<file path="src/rtl/frame_buffer_scheduler.sv">
// Triple-buffer scheduler for the DDR3 frame store: hands out write/read
// regions and rotates them on frame boundaries so reads never see partial frames.
module frame_buffer_scheduler #(
    parameter int unsigned FRAME_PHRASES = 115200,
    parameter int unsigned BASE_PHRASE   = 0,
    parameter int unsigned CNT_W         = 16
) (
    input  logic             clk_in,
    input  logic             rst_in,
    input  logic             init_calib_complete,
    input  logic             wr_sof_in,
    input  logic             wr_eof_in,
    input  logic             rd_sof_in,
    output logic [26:0]      wr_base_out,
    output logic [26:0]      rd_base_out,
    output logic [1:0]       wr_buf_out,
    output logic [1:0]       rd_buf_out,
    output logic             fresh_out,
    output logic             wr_active_out,
    output logic [CNT_W-1:0] frames_written_out,
    output logic [CNT_W-1:0] frames_dropped_out,
    output logic [CNT_W-1:0] frames_repeated_out,
    output logic [CNT_W-1:0] frames_aborted_out,
    output logic             ready_out
);

    localparam logic [0:0] S_WAIT_CAL = 1'b0;
    localparam logic [0:0] S_RUN      = 1'b1;

    localparam logic [26:0] L_BASE0 = 27'(BASE_PHRASE);
    localparam logic [26:0] L_BASE1 = 27'(BASE_PHRASE + FRAME_PHRASES);
    localparam logic [26:0] L_BASE2 = 27'(BASE_PHRASE + 2 * FRAME_PHRASES);

    if (64'(BASE_PHRASE) + 64'(3) * 64'(FRAME_PHRASES) > 64'd134217728) begin : g_bad_cfg
        $error("frame_buffer_scheduler: three buffers exceed 27-bit phrase space");
    end

    logic [0:0]       r_state;
    logic [1:0]       r_wr_idx;
    logic [1:0]       r_rd_idx;
    logic [1:0]       r_sp_idx;
    logic             r_fresh;
    logic             r_wr_active;
    logic             r_ready;
    logic [26:0]      r_wr_base;
    logic [26:0]      r_rd_base;
    logic [CNT_W-1:0] r_written;
    logic [CNT_W-1:0] r_dropped;
    logic [CNT_W-1:0] r_repeated;
    logic [CNT_W-1:0] r_aborted;

    logic [0:0]       w_state_nxt;
    logic [1:0]       w_wr_nxt;
    logic [1:0]       w_rd_nxt;
    logic [1:0]       w_sp_nxt;
    logic             w_fresh_nxt;
    logic             w_act_nxt;
    logic [CNT_W-1:0] w_written_nxt;
    logic [CNT_W-1:0] w_dropped_nxt;
    logic [CNT_W-1:0] w_repeated_nxt;
    logic [CNT_W-1:0] w_aborted_nxt;

    function automatic logic [CNT_W-1:0] f_sat(input logic [CNT_W-1:0] v);
        return (&v) ? v : v + 1'b1;
    endfunction

    function automatic logic [26:0] f_base(input logic [1:0] idx);
        case (idx)
            2'd0:    return L_BASE0;
            2'd1:    return L_BASE1;
            default: return L_BASE2;
        endcase
    endfunction

    // Events apply in order sof -> eof -> rd_sof; each sees the previous result.
    always_comb begin
        w_state_nxt    = r_state;
        w_wr_nxt       = r_wr_idx;
        w_rd_nxt       = r_rd_idx;
        w_sp_nxt       = r_sp_idx;
        w_fresh_nxt    = r_fresh;
        w_act_nxt      = r_wr_active;
        w_written_nxt  = r_written;
        w_dropped_nxt  = r_dropped;
        w_repeated_nxt = r_repeated;
        w_aborted_nxt  = r_aborted;
        if (r_state == S_WAIT_CAL) begin
            if (init_calib_complete) begin
                w_state_nxt = S_RUN;
            end
        end else if (!init_calib_complete) begin
            w_state_nxt = S_WAIT_CAL;
            w_act_nxt   = 1'b0;
        end else begin
            if (wr_sof_in) begin
                if (r_wr_active) begin
                    w_aborted_nxt = f_sat(r_aborted);
                end
                w_act_nxt = 1'b1;
            end
            if (wr_eof_in && w_act_nxt) begin
                w_wr_nxt = r_sp_idx;
                w_sp_nxt = r_wr_idx;
                if (r_fresh) begin
                    w_dropped_nxt = f_sat(r_dropped);
                end
                w_fresh_nxt   = 1'b1;
                w_written_nxt = f_sat(r_written);
                w_act_nxt     = 1'b0;
            end
            if (rd_sof_in) begin
                if (w_fresh_nxt) begin
                    w_rd_nxt    = w_sp_nxt;
                    w_sp_nxt    = r_rd_idx;
                    w_fresh_nxt = 1'b0;
                end else begin
                    w_repeated_nxt = f_sat(r_repeated);
                end
            end
        end
    end

    always_ff @(posedge clk_in or posedge rst_in) begin
        if (rst_in) begin
            r_state     <= S_WAIT_CAL;
            r_wr_idx    <= 2'd0;
            r_rd_idx    <= 2'd1;
            r_sp_idx    <= 2'd2;
            r_fresh     <= 1'b0;
            r_wr_active <= 1'b0;
            r_ready     <= 1'b0;
            r_wr_base   <= L_BASE0;
            r_rd_base   <= L_BASE1;
            r_written   <= '0;
            r_dropped   <= '0;
            r_repeated  <= '0;
            r_aborted   <= '0;
        end else begin
            r_state     <= w_state_nxt;
            r_wr_idx    <= w_wr_nxt;
            r_rd_idx    <= w_rd_nxt;
            r_sp_idx    <= w_sp_nxt;
            r_fresh     <= w_fresh_nxt;
            r_wr_active <= w_act_nxt;
            r_ready     <= (w_state_nxt == S_RUN);
            r_wr_base   <= f_base(w_wr_nxt);
            r_rd_base   <= f_base(w_rd_nxt);
            r_written   <= w_written_nxt;
            r_dropped   <= w_dropped_nxt;
            r_repeated  <= w_repeated_nxt;
            r_aborted   <= w_aborted_nxt;
        end
    end

    assign wr_base_out         = r_wr_base;
    assign rd_base_out         = r_rd_base;
    assign wr_buf_out          = r_wr_idx;
    assign rd_buf_out          = r_rd_idx;
    assign fresh_out           = r_fresh;
    assign wr_active_out       = r_wr_active;
    assign frames_written_out  = r_written;
    assign frames_dropped_out  = r_dropped;
    assign frames_repeated_out = r_repeated;
    assign frames_aborted_out  = r_aborted;
    assign ready_out           = r_ready;

endmodule

</file>
<file path="config.mk">
export PLATFORM = sky130hd
export DESIGN_NAME = frame_buffer_scheduler
export DESIGN_NICKNAME = d
export VERILOG_FILES = /design/src/rtl/frame_buffer_scheduler.sv
export SDC_FILE = /design/constraint.sdc
export NUM_CORES = 1
export LEC_CHECK = 0
export ABC_AREA = 0
export BUFFER_PORTS_ARGS = -buffer_cell sky130_fd_sc_hd__buf_2
export CAP_MARGIN = 10
export CELL_PAD_IN_SITES_DETAIL_PLACEMENT = 0
export CELL_PAD_IN_SITES_GLOBAL_PLACEMENT = 1
export CORE_ASPECT_RATIO = 2
export CORE_MARGIN = 5
export CORE_UTILIZATION = 39
export DETAILED_ROUTE_END_ITERATION = 8
export GPL_ROUTABILITY_DRIVEN = 0
export HOLD_SLACK_MARGIN = 0.08
export PLACE_DENSITY_LB_ADDON = 0.1
export RECOVER_POWER = 100
export REMOVE_ABC_BUFFERS = 1
export SLEW_MARGIN = 20
export SYNTH_ARGS = -nofsm -noshare
export SYNTH_HDL_FRONTEND = slang
export SYNTH_SLANG_ARGS = --single-unit
</file>
<file path="constraint.sdc">
create_clock -name clk_in -period 3.4 [get_ports clk_in]
set_clock_uncertainty 0.2 [all_clocks]
set_input_delay 0.51 -clock clk_in [delete_from_list [all_inputs] [get_ports clk_in]]
set_output_delay 0.51 -clock clk_in [all_outputs]
set_load 0.02 [all_outputs]
</file>
* Yosys cells after proc, flatten, opt, wreduce, memory -nomap -nowiden *
Cells that the tools add are included.

operators by class
  add/sub/neg operators = 4
  equal/unequal tests = 2
  mux-type cells = 22
  bitwise operators = 5
  reductions and logical operators = 12

operators by type and width
  cell                                            number
  one-hot mux 18 bit (2 select lines)             2
  adder 16 x 1 -> 16 bit (second input constant)  4
  AND reduction 16 bit                            4
  two-way mux 2 bit                               10
  AND reduction 5 bit                             3
  two-way mux 1 bit                               10
  inverter 1 bit                                  5
  == test 2 x 1 -> 1 bit (second input constant)  2
  zero test 2 bit                                 2
  AND reduction 4 bit                             1
  AND reduction 2 bit                             1
  logical AND 1 bit                               1

storage, ports and cells
  register bits = 127
  input port bits = 6
  output and inout bits = 125
  word-level logic and storage cells = 57

* Longest topological paths before layout *
Gate-level depths: netlist (run 1).

  depth after elaboration = 13
  gate-level depth with buffers = 6
  depth with buffers taken out = 5

* Worst setup path after synthesis (run 1) *
Ideal clock, no wire load.

  path kind = register to register
  start point = register r_repeated[0] (netlist: frames_repeated_out[0])
  end point = register r_repeated[1] (netlist: frames_repeated_out[1])
  setup time = 0.125 ns
  data arrival time = 1.798 ns
  required time = 3.075 ns
  setup slack = 1.277 ns
  cell stages (with the launch flop) = 7
  path buffers = 1
  clock period less this slack = 2.123 ns
  cells stage by stage = dfrtp_1 > ha_1 > and3_1 > and3_1 > buf_2 > a21oi_1 > mux2_2

on the way
  word-level cells in the longest chain between the ends = 3
  elaborated cells on any way between the ends = 4

ends and longest elaborated chain
  element                                                                         line  text
  from (decl)                                                                     49    logic [CNT_W-1:0] r_repeated;
  from (signal assigned)                                                          150   r_repeated <= w_repeated_nxt;
  parallel branches: the longest is 3 deep, another holds adder 16 x 1 -> 16 bit  -

Several ways; the timed one is not identified.
A chain may end at the register's enable or synchronous reset.

* Final worst setup path (run 1) *
  start point = register r_wr_active (netlist: wr_active_out)
  end point = register r_dropped[9] (netlist: frames_dropped_out[9])

on the way
  word-level cells in the longest chain between the ends = 5

ends and longest elaborated chain
  element                               line  text
  from (decl)                           43    logic r_wr_active;
  from (signal assigned)                144   r_wr_active <= w_act_nxt;
  two-way mux 1 bit                     95    if (wr_sof_in) begin
  two-way mux 1 bit                     91    end else if (!init_calib_complete) begin
  two-way mux 1 bit                     87    if (r_state == S_WAIT_CAL) begin
  logical AND 1 bit                     101   if (wr_eof_in && w_act_nxt) begin
  AND reduction 5 bit (no source line)  -
  to (signal assigned)                  149   r_dropped <= w_dropped_nxt;
  to (decl)                             48    logic [CNT_W-1:0] r_dropped;

No other way between the ends. The select of a mux whose other input is x is not followed.

==> results.sh, run 1 <==
export IMPL_hp_class="input port to flip-flop"
export IMPL_drt_pre_antenna_iters=4
export IMPL_synth_flop_cell="dfrtp_1"
export IMPL_clock_latency_ns=0.34
export IMPL_met1_usage_pct=16.21
export IMPL_dieHeight_um=158.6
export IMPL_reg2reg_from="wr_active_out"
export IMPL_hold_buffers=1
export IMPL_fin_nets=497
export IMPL_hold_viol_final=0
export IMPL_grt_max_degree=30
export IMPL_holdPathStages=1
export IMPL_worst_slack_ns=0.9832
export IMPL_cap_viol_max_count=0
export IMPL_crit_required_ns=3.42
export IMPL_antenna_cells=0
export IMPL_finalSetupViolCount=0
export IMPL_met2_usage_pct=30.52
export IMPL_grtUsageMet3_pct=3.988
export IMPL_seq_area_frac_synth_pct=46.02
export IMPL_ios=131
export IMPL_ant_nets=0
export IMPL_totalWireLength_mm=10.43
export IMPL_r2r_setup_slack_ns=0.98
export IMPL_async_flop_share_pct=100.0
export IMPL_place_area_um2=4661
export IMPL_wl_per_cell_um=16.52
export IMPL_clock_path_buffers=2
export IMPL_synth_edf_count=0
export IMPL_coreArea_um2=10880
export IMPL_drt_first_iter_violations=91
export IMPL_cp_arrival_ns=2.43
export IMPL_rr_endpoint="frames_dropped_out[9]"
export IMPL_power_leakage_nw=2.162
export IMPL_postCtsSetupBuffers=0
export IMPL_drc=0
export IMPL_drive_above_1_share_pct=7.128
export IMPL_fin_area_um2=4795
export IMPL_fmax_mhz=413.8
export IMPL_std_cell_rows=54
export IMPL_avgViaCountPerCell=5.170
export IMPL_tritoncts="built"
export IMPL_endpoint_kind="flip-flop"
export IMPL_grt_total_usage_pct=15.81
export IMPL_grt_pass1_wl_mm=16.42
export IMPL_hold_end="ready_out"
export IMPL_grt_busiest_layer="met2"
export IMPL_yosysWarningCount=0
export IMPL_slew_viol_final=0
export IMPL_finalCritPeriodShare_pct=71.08
export IMPL_reg2reg_depth=4
export IMPL_run_status="finished clean"
export IMPL_syn_area_um2=4307
export IMPL_area_growth_pct=11.33
export IMPL_via_count=3262
export IMPL_io_buffers=88
export IMPL_post_place_ws_ns=1.095
export IMPL_cts_buffers=9
export IMPL_syn_inst=402
export IMPL_synthDistinctLibCells=54
export IMPL_cts_root_buffer="clkbuf_16"
export IMPL_pwr_density_cell_nw_per_um2=603.5
export IMPL_tightestPinTransition_ns=1.196
export IMPL_cts_sinks=79
export IMPL_cts_resized=0
export IMPL_ir_drop_mv=0.3681
export IMPL_rsz0062_at_grt="false"
export IMPL_clk_pin_slew_ns=0.06
export IMPL_min_delay_start="init_calib_complete"
export IMPL_whs_ns=0.2893
export IMPL_critPathLaunchType="flip-flop"
export IMPL_grt_pass1_vias=3253
export IMPL_maxSlewHeadroom_pct=19.84
export IMPL_antenna_found_initial=0
export IMPL_finalCriticalPeriod_ns=2.417
export IMPL_start_util_pct=39.59
export IMPL_fin_setup_tns_ns=0
export IMPL_dpl_hpwl_mm=7.978
export IMPL_die_area_um2=13370
export IMPL_syn_avg_cell_area_um2=10.71
export IMPL_crit_fanout=10
export IMPL_grt_overflow=0
export IMPL_fp_dieW_um=84.31
export IMPL_crit_type="flip-flop to flip-flop"
export IMPL_htree_num_levels=3
export IMPL_synth_seq_cells=79
[worst max-delay path, stage by stage, from the launching register on]
cell and delay [ns]:
dfrtp_1 0.57, o21ai_4 0.16, nor4_1 0.87, o2111ai_1 0.30
xnor2_1 0.20
[placed cells by master (no fill, tap or decap), types with 6 or more instances in the layout]
cell,n
a211oi_1,9
a21oi_1,12
and2_1,6
and3_1,12
and4_1,11
clkbuf_1,85
clkbuf_16,9
conb_1,42
dfrtp_1,75
mux2_2,7
nand2_1,25
nand3_1,31
nand4_1,18
nor2_1,7
nor4_1,6
o211ai_1,6
o21ai_0,10
xnor2_1,31
xor2_1,25
[metrics by stage]
stage	std cells	util [%]	power, mW
5_1_grt	631	44.08	3.059
2_1_floorplan	385	-	1.711
4_1_cts	631	45.69	2.993
3_5_place_dp	615	42.85	2.000
3_3_place_gp	615	42.85	1.988
6_report	631	44.08	2.894
[cell usage after synthesis (3+ instances only)]
master,instances,area [µm²]
dfrtp_1,75,1877
buf_4,52,390.4
xnor2_1,31,271.5
nand3_1,30,150.1
nand2_1,25,93.84
xor2_1,25,219.0
nand4_1,18,112.6
and3_1,12,75.07
a21oi_1,11,55.05
and4_1,11,96.34
a211oi_1,9,67.56
o21ai_0,9,45.04
mux2_2,7,78.83
nor2_1,7,26.28
and2_1,6,37.54
o211ai_1,6,45.04
dfstp_2,4,105.1
ha_1,4,50.05
inv_1,4,15.01
o211a_1,4,40.04
a2bb2oi_1,3,26.28
a31oi_1,3,18.77
buf_2,3,15.01
nor3_1,3,15.01
nor4_1,3,18.77
or3_1,3,18.77
[how the worst max path moves through the flow]
stage                                startpoint                      to  slack (ns)  cells after the start
final                             wr_active_out   frames_dropped_out[9]        0.98                      4
after global routing                     rst_in  frames_aborted_out[13]        0.62                      4
after CTS                 frames_aborted_out[0]   frames_aborted_out[1]        1.07                      5
after detailed placement  frames_aborted_out[0]   frames_aborted_out[1]        1.09                      5
after global placement    frames_aborted_out[0]   frames_aborted_out[1]        1.17                      5
after floorplan                          rst_in   frames_aborted_out[0]        0.67                      1
[sequential cells by signal, indices dropped and copies added, names as in the netlist]
register and cells:
ready_out 1, rd_base_out 3, r_sp_idx 2, frames_aborted_out 16, fresh_out 1, rd_buf_out 2
wr_base_out 3, frames_written_out 16, wr_buf_out 2, wr_active_out 1, frames_repeated_out 16, frames_dropped_out 16
[report_power, final]
part	switching (mW)	internal, mW	total, mW
logic	0.459	0.187	0.646
clock network	0.370	0.604	0.973
registers	0.175	1.10	1.27
total	1.00	1.89	2.89
[logic make-up after synthesis]
| family | count (synthesis) | synth area share, % |
|---|---|---|
| simple gates | 132 | 18.51 |
| flops | 79 | 46.02 |
| buf+inv | 62 | 10.37 |
| compound gates | 60 | 10.40 |
| xor+xnor | 56 | 11.39 |
| mux | 8 | 2.063 |
| fa+ha+maj | 4 | 1.162 |
| other cells | 1 | 0.08708 |
[per-layer routing]
metal	part of all wire, %	wire (µm)	up-vias
li1	-	-	1540
met1	36	3759	1610
met2	57	5903	97
met3	5.5	577	15
met4	1.8	187	0
met5	0	0	-
[final cells by class]
cell class / instances / area (µm²)
multi-input combinational: 302 / 1967
sequential: 79 / 1982
tap: 140 / 175.2
inverter: 4 / 16.27
fill: 1156 / 6083
clock inverter: 3 / 42.54
timing repair buffer: 91 / 355.3
clock buffer: 12 / 256.5
No activity file was read; power rests on OpenSTA's default activity.
==> run 2: changes to the inputs <==
==> constraint.sdc (replaced) <==
create_clock -name clk_in -period 2.5 [get_ports clk_in]
set_clock_uncertainty 0.2 [all_clocks]
set_input_delay 0.375 -clock clk_in [delete_from_list [all_inputs] [get_ports clk_in]]
set_output_delay 0.375 -clock clk_in [all_outputs]
set_load 0.02 [all_outputs]
==> run 2 against run 1 <==
Net effect:
- non-clock buffer count is 3 higher
- die area unchanged
- hold slack worse by 0.020 ns
- highest routed layer unchanged
- sequential power is 37% higher
- register-to-register slack worse by 0.61 ns
- final area grew 1.7%
- critical endpoint unchanged
- worst setup slack got worse by 0.76 ns
- critical path type is now input port to flip-flop
- largest power group unchanged
- via count down 1.2%
- sequential share of layout area is 0.69 points lower
- combinational power rose by 38%
- largest cell class is now multi-input gates
- total power is 37% higher
==> results.sh, run 2 (synthesis gave the netlist of run 1 again) <==
export IMPL_dpl_hpwl_mm=7.866
export IMPL_cts_root_buffer="clkbuf_16"
export IMPL_grt_pass1_vias=3275
export IMPL_cp_arrival_ns=2.30
export IMPL_pwr_density_cell_nw_per_um2=811.7
export IMPL_antenna_found_initial=0
export IMPL_hold_viol_final=0
export IMPL_clock_latency_ns=0.34
export IMPL_wl_per_cell_um=16.26
export IMPL_grt_overflow=0
export IMPL_drt_first_iter_violations=111
export IMPL_crit_slowest_cell="nor4_2"
export IMPL_power_leakage_nw=2.191
export IMPL_ant_nets=0
export IMPL_cp_cell_sequence="dlygate4sd3_1 -> buf_2 -> nand3_1 -> nor4_2 -> o2111ai_1 -> xnor2_1"
export IMPL_final_common_cell="clkbuf_1"
export IMPL_finalCriticalPeriod_ns=2.278
export IMPL_grt_pass1_wl_mm=16.59
export IMPL_ios=131
export IMPL_totalWireLength_mm=10.33
export IMPL_cts_sinks=79
export IMPL_die_area_um2=13370
export IMPL_whs_ns=0.2694
export IMPL_std_cell_rows=54
export IMPL_p_sw_mw=1.380
export IMPL_crit_fanout=10
export IMPL_ir_drop_mv=0.4546
export IMPL_finalCritPeriodShare_pct=91.12
export IMPL_fp_dieW_um=84.31
export IMPL_drive_above_1_share_pct=8.485
export IMPL_hp_class="input port to flip-flop"
export IMPL_coreArea_um2=10880
export IMPL_antenna_cells=0
export IMPL_power_frac_seq_pct=43.9
export IMPL_clock_path_buffers=2
export IMPL_crit_required_ns=2.52
export IMPL_htree_num_levels=3
export IMPL_start_util_pct=39.59
export IMPL_endpoint_kind="flip-flop"
export IMPL_finalSetupViolCount=0
export IMPL_area_growth_pct=13.22
export IMPL_combinationalPowerShare_pct=22.5
export IMPL_grt_max_degree=45
export IMPL_fmax_mhz=439.0
export IMPL_tritoncts="built"
export IMPL_clk_pin_slew_ns=0.06
export IMPL_io_buffers=88
export IMPL_dieHeight_um=158.6
export IMPL_via_count=3222
export IMPL_p_int_mw=2.577
export IMPL_final_cell_mix="clkbuf_1, dfrtp_1, conb_1"
export IMPL_clock_power_share_pct=33.6
export IMPL_critPathLaunchType="input port"
export IMPL_crit_type="input port to flip-flop"
export IMPL_tightestPinTransition_ns=0.9521
export IMPL_avgViaCountPerCell=5.074
export IMPL_post_place_ws_ns=0.3754
export IMPL_run_status="finished clean"
export IMPL_drc=0
export IMPL_cap_viol_max_count=0
export IMPL_postCtsSetupBuffers=0
export IMPL_worst_slack_ns=0.2219
export IMPL_fin_nets=500
export IMPL_maxSlewHeadroom_pct=36.44
export IMPL_slew_viol_final=0
export IMPL_slowest_delay_ns=0.58
export IMPL_switching_share_pct=34.88
export IMPL_drt_pre_antenna_iters=4
export IMPL_rsz0062_at_grt="false"
export IMPL_cts_buffers=9
export IMPL_grt_total_usage_pct=15.70
==> run 2: changes by cell type in the layout (fill, tap and decap cells not counted), moves of 2 or more <==
cell,change
buf_4,+2
clkbuf_2,-2
clkinv_2,+2
nor4_1,-2
nor4_2,+2
==> run 2: area by class of cell <==
type / count / area, µm²
Timing Repair Buffer: 94 / 394.1
Fill cell: 1150 / 6002
Clock inverter: 4 / 45.04
Clock buffer: 12 / 256.5
Tap cell: 140 / 175.2
Multi-Input combinational cell: 302 / 2008
Inverter: 4 / 15.01
Sequential cell: 79 / 1982
==> run 2: path summary, 6_finish.rpt <==
check                                             from                endpoint  slack [ns]  cells past startpoint
worst max-delay path               init_calib_complete   frames_dropped_out[9]        0.22                      6
worst min-delay path                         wr_sof_in           wr_active_out        0.27                      3
worst max register to register  frames_repeated_out[0]  frames_repeated_out[1]        0.37                      5
worst min register to register  frames_aborted_out[13]  frames_aborted_out[13]        0.29                      1
max in group asynchronous                       rst_in  frames_written_out[14]        0.52                      4
min in group asynchronous                       rst_in         rd_base_out[10]        0.59                      3
==> run 2: power by group through the flow <==
stage	clock network [mW]	registers, mW	logic, mW
6_report	1.33	1.74	0.889
5_1_grt	1.42	1.77	0.971
4_1_cts	1.37	1.73	0.979
3_5_place_dp	0	1.75	0.973
3_3_place_gp	0	1.74	0.966
2_1_floorplan	0	1.99	0.334
==> run 2: worst max-delay path, delay by kind of cell <==
kind,cells,cell delay [ns]
compound gates,1,0.25
xor+xnor,1,0.18
buf+inv,2,0.77
simple gates,2,0.72
==> run 2: repair_timing <==
action | in CTS | in global routing
hold endpoints to repair | 39 | 0
gates resized for setup | 0 | 0
hold buffers | 2 | 0
endpoints found under the setup margin | 0 | 0
==> run 2: metrics by stage <==
step                      area (µm²)  total power, mW  setup TNS (ns)  instances  util (%)
final                           4876            3.958               0        635     44.82
after global routing            4876            4.167               0        635     44.82
after CTS                       5010            4.082               0        635     46.05
after detailed placement        4688            2.727               0        617     43.10
after global placement          4688            2.709               0        617     43.10
after floorplan                 4029            2.327          -6.882        385         -
==> run 2: routing by layer <==
layer | routed length (µm) | vias to the layer above | part of all wire, % | GRT usage [%]
li1 | - | 1553 | - | -
met2 | 5856 | 80 | 57 | 30.33
met1 | 3750 | 1578 | 36 | 16.07
met4 | 186 | 0 | 1.8 | 6.212
met3 | 531 | 11 | 5.1 | 3.573
met5 | 0 | - | 0 | 0
